$ cat config.mk
export PLATFORM = sky130hd
export DESIGN_NAME = i2s_transmitter
export DESIGN_NICKNAME = d
export VERILOG_FILES = /design/src/rtl/sound_mixer_pkg.sv /design/src/rtl/i2s_transmitter_sck_divider.sv /design/src/rtl/i2s_transmitter.sv
export SDC_FILE = /design/constraint.sdc
export NUM_CORES = 1
export LEC_CHECK = 0
export BUFFER_PORTS_ARGS = -buffer_cell sky130_fd_sc_hd__buf_2
export CAP_MARGIN = 5
export CORE_UTILIZATION = 60
export CTS_CLUSTER_SIZE = 10
export DETAILED_ROUTE_END_ITERATION = 8
export GPL_TIMING_DRIVEN = 0
export HOLD_SLACK_MARGIN = 0.12
export PLACE_DENSITY = 0.82
export SYNTH_ARGS = -nofsm -noshare
export SYNTH_HDL_FRONTEND = slang
export SYNTH_HIERARCHICAL = 1
export SYNTH_SLANG_ARGS = --single-unit
$ cat constraint.sdc
create_clock -name clk -period 6.5 [get_ports clk]
set_clock_uncertainty 0.15 [all_clocks]
set_input_delay 0.65 -clock clk [delete_from_list [all_inputs] [get_ports clk]]
set_output_delay 0.65 -clock clk [all_outputs]
set_load 0.02 [all_outputs]
$ cat src/rtl/sound_mixer_pkg.sv
// sound_mixer_pkg: shared sample type, channel encoding and default I2S timing constants
package sound_mixer_pkg;
    localparam int SAMPLE_W      = 24;
    localparam int CLK_DIV_DEF   = 4;
    localparam int SLOT_BITS_DEF = 32;
    typedef logic signed [SAMPLE_W-1:0] sample_t;
    typedef enum logic {CH_LEFT = 1'b0, CH_RIGHT = 1'b1} chan_t;
endpackage

$ cat src/rtl/i2s_transmitter_sck_divider.sv
// sck_divider: divides clk into sck and flags the clk cycle on which sck falls
module sck_divider
    import sound_mixer_pkg::*;
#(
    parameter int CLK_DIV = CLK_DIV_DEF
) (
    input  logic clk,
    input  logic reset,
    output logic sck,
    output logic fall_evt
);
    logic [7:0] cnt;
    logic       tc;
    assign tc       = cnt == 8'(CLK_DIV - 1);
    assign fall_evt = tc & sck;
    // count 0..CLK_DIV-1, toggling sck and restarting at terminal count
    always_ff @(posedge clk or posedge reset) begin
        if (reset) begin
            cnt <= '0;
            sck <= 1'b0;
        end else if (tc) begin
            cnt <= '0;
            sck <= ~sck;
        end else begin
            cnt <= cnt + 8'd1;
        end
    end
endmodule

$ cat src/rtl/i2s_transmitter.sv
// i2s_transmitter: 24-bit I2S serializer with a one-sample holding register.
// Define I2S_LEFT_JUSTIFIED_EN to move ws to the MSB (left-justified) instead of one sck earlier.
module i2s_transmitter
    import sound_mixer_pkg::*;
#(
    parameter int CLK_DIV   = CLK_DIV_DEF,
    parameter int SLOT_BITS = SLOT_BITS_DEF
) (
    input  logic    clk,
    input  logic    reset,
    input  sample_t in_data,
    input  logic    in_valid,
    output logic    in_ready,
    output logic    sck,
    output logic    ws,
    output logic    sd,
    output logic    underrun
);
    localparam int BW = $clog2(SLOT_BITS);

    if (SLOT_BITS < 24) begin : g_bad_slot_bits
        $error("SLOT_BITS must be at least 24");
    end
    if (CLK_DIV < 2 || CLK_DIV > 255) begin : g_bad_clk_div
        $error("CLK_DIV must be in 2..255");
    end

    logic                fall_evt;
    logic                slot_start;
    logic                slot_end;
    logic                xfer;
    logic                hold_full;
    sample_t             hold;
    sample_t             load_word;
    logic [SAMPLE_W-1:0] shreg;
    logic [BW-1:0]       bit_idx;
    chan_t               chan;

    sck_divider #(.CLK_DIV(CLK_DIV)) u_div (
        .clk      (clk),
        .reset    (reset),
        .sck      (sck),
        .fall_evt (fall_evt)
    );

    assign in_ready   = ~hold_full;
    assign xfer       = in_valid & in_ready;
    assign slot_start = fall_evt && bit_idx == '0;
    assign slot_end   = fall_evt && bit_idx == BW'(SLOT_BITS - 1);
    assign load_word  = hold_full ? hold : '0;

    // holding register: emptied at slot start, refilled by a transfer (transfer wins)
    always_ff @(posedge clk or posedge reset) begin
        if (reset) begin
            hold      <= '0;
            hold_full <= 1'b0;
        end else begin
            if (slot_start) hold_full <= 1'b0;
            if (xfer) begin
                hold      <= in_data;
                hold_full <= 1'b1;
            end
        end
    end

    // serializer: all ws/sd changes happen on sck falling events
    always_ff @(posedge clk or posedge reset) begin
        if (reset) begin
            bit_idx  <= '0;
            chan     <= CH_LEFT;
            shreg    <= '0;
            sd       <= 1'b0;
            ws       <= 1'b0;
            underrun <= 1'b0;
        end else begin
            underrun <= slot_start & ~hold_full;
            if (fall_evt) begin
                bit_idx <= slot_end ? '0 : bit_idx + BW'(1);
                if (slot_end) chan <= chan == CH_LEFT ? CH_RIGHT : CH_LEFT;
                shreg <= slot_start ? {load_word[SAMPLE_W-2:0], 1'b0} : {shreg[SAMPLE_W-2:0], 1'b0};
                sd    <= slot_start ? load_word[SAMPLE_W-1] : shreg[SAMPLE_W-1];
`ifdef I2S_LEFT_JUSTIFIED_EN
                if (slot_start) ws <= chan == CH_RIGHT;
`else
                if (slot_end) ws <= chan == CH_LEFT;
`endif
            end
        end
    end
endmodule

==> results.toml <==
[final_layout]
fin_util_pct = 72.90
layout-drive-gt1-share_pct = 35.04
final-seq-area_mm2 = 0.001627
syn_to_final_growth_pct = 14.87
fill_cells = 296
n_antenna_cell = 0
final_cells = 306
multi_input_area_mm2 = 0.001056
layout.nets = 281
layout_commonest_cell = "dfrtp_1"
layout_common_cells = "dfrtp_1, buf_2, mux2_2, a221o_1, nor2b_1"

[pwr]
p_per_area_mw_per_mm2 = 260.8
ir_drop_mv = 0.1785
power_mw = 0.8392
p_leak_nw = 1.543

[global_routing]
grt_max_degree = 40
grt_pass1_vias = 1719
grt_use_met2_pct = 31.11
gr-usage-met1_pct = 31.50
grt_most_used_layer = "met1"
antenna_found_initial = 0
grt.total_usage_pct = 21.95
grt_pass1_wl_um = 8197
use_met3_pct = 4.762
grt.overflow.total = 0

[clocking]
clockRootBuffer = "clkbuf_8"
cts_sinks = 65
postCtsSetupRepairBufs = 0
numCtsBuffers = 9
insertion_delay_ns = 0.34
cts_buffer_depth = 2
clk_pin_slew_ns = 0.06
cts-htree-levels = 3
ctsResizeCount = 0
cts_tree = "built"
hold_buffers = 0

[worst_setup_path]
worstPathRequired_ns = 6.57
worst_ep_arrival_time_ns = 2.74
crit_type = "reg2reg"
crit_path_end_kind = "flip-flop"
reg2reg_depth = 7
r2r_slack_ns = 3.83
startpoint_type = "flip-flop"
cp_max_fo = 10
timing.rr.end = "bit_idx[2]"
reg2reg_from = "u_div/cnt[5]"

[sta]
fin_setup_tns_ns = 0
fmax_mhz = 374.8
fin_crit_ns = 2.668
rsz0062_at_grt = "false"
setup_violations = 0
maxSlewHeadroom_pct = 70.85
period_share_pct = 41.04
worstMarginPinSlew_ns = 0.4373
setup_slack_ns = 3.832
hold_violations = 0
drv_slew = 0

[route]
routed_via_density = 5.752
drt_wl_total_um = 4699
first_pass_iters = 4
vias = 1760
drtIter0Drc = 95
wl_per_cell_um = 15.36
route.detailed.drc = 0
antenna_left = 0

[synthesis]
synth_edf_count = 0
ys_seq_area_share_pct = 58.06
syn_nets = 238
postSynth.asyncResetShare_pct = 100.0
synthFlopType = "dfrtp_1"
ys_types = 34
syn_area_mm2 = 0.002801
yosysWarnings = 6
syn_area_per_cell_um2 = 13.53
synthCells = 207
ys_ff_latch = 65

[hold_path]
min_path_type = "in2async"

[floorplan]
die_w_um = 70.33
die_height_um = 70.33
die_area_mm2 = 0.004946
start_util_pct = 63.46
core_mm2 = 0.004414
rows = 24
io_pins = 32

[flow_run]
drv.max_cap_violation_count = 0

[placed_design]
hpwlAfterDp_um = 3146
pre_cts_slack_ns = 3.867
io_buffers = 31
dp.cells = 291
place_congestion = 0.7484

[outcome]
outcome = "finished, final reports clean"
-- metrics by stage --
stage	hold slack [ns]	instance area, um2
2_1_floorplan	0.3095	2801
3_3_place_gp	0.3061	3022
3_5_place_dp	0.3101	3042
4_1_cts	0.1318	3218
5_1_grt	0.1616	3218
6_report	0.1279	3218
-- state kept, by name (all words and copies together) (netlist names) --
name	count
ws	1
u_div/sck	1
underrun	1
hold	24
shreg	23
u_div/cnt	8
bit_idx	5
sd	1
hold_full	1
-- layout make-up --
cell class,count,area share [%]
Multi-Input combinational cell,122,32.81
Timing Repair Buffer,32,5.443
Clock buffer,11,4.082
Sequential cell,65,50.54
Clock inverter,4,1.400
Tap cell,52,2.022
Buffer,11,2.644
Inverter,9,1.050
-- synth_stat cells, types with 2 or more instances --
cell | count | area [um2]
dfrtp_1 | 65 | 1627
mux2_2 | 24 | 270.3
a221o_1 | 23 | 230.2
nor2b_1 | 11 | 68.82
and2b_1 | 9 | 67.56
inv_1 | 9 | 33.78
nand3_1 | 6 | 30.03
xnor2_1 | 6 | 52.55
and2b_2 | 5 | 43.79
nand2_1 | 5 | 18.77
o21ai_0 | 5 | 25.02
and3_1 | 4 | 25.02
buf_2 | 4 | 20.02
ha_1 | 4 | 50.05
nor2_1 | 4 | 15.01
buf_8 | 2 | 30.03
clkbuf_1 | 2 | 7.510
nand2b_1 | 2 | 12.51
o22ai_1 | 2 | 12.51
-- logic make-up after synthesis --
logic type / count (synthesis) / share of synthesized area (%)
compound gates: 33 / 10.63
simple gates: 54 / 13.44
flops: 65 / 58.06
xor+xnor: 7 / 2.189
mux: 24 / 9.647
fa+ha+maj: 4 / 1.787
buf+inv: 20 / 4.243
-- worst max-delay path, stage by stage, from the launching register on --
cell and delay [ns]:
dfrtp_1 0.42, or3_4 0.40, nor4_4 0.32, and2_1 0.34, dlygate4sd1_1 0.42, buf_4 0.22
o21ai_0 0.09, a32o_1 0.20
-- metal layers --
metal	routed length, um	share of wire, %
met5	0	0
met3	144	3.1
met4	66	1.4
met1	2308	49
met2	2180	46
-- how the worst max path moves through the flow --
stage,from,end,slack (ns),cells past startpoint
global route,u_div/cnt[4],bit_idx[3],3.67,7
finish,u_div/cnt[5],bit_idx[2],3.83,7
floorplan,u_div/cnt[4],shreg[10],4.17,6
detailed placement,u_div/cnt[5],bit_idx[2],3.87,7
global placement,reset,shreg[19],3.64,2
CTS,u_div/cnt[4],bit_idx[2],3.81,7
-- where the power goes --
| part | switching [mW] | internal (mW) | leakage, nW | total, mW |
|---|---|---|---|---|
| Combinational | 0.0241 | 0.0393 | 0.642 | 0.0635 |
| Sequential | 0.0194 | 0.441 | 0.808 | 0.460 |
| Clock | 0.142 | 0.173 | 0.0929 | 0.315 |
| Total | 0.186 | 0.653 | 1.54 | 0.839 |
(Power assumes the default switching activity.)
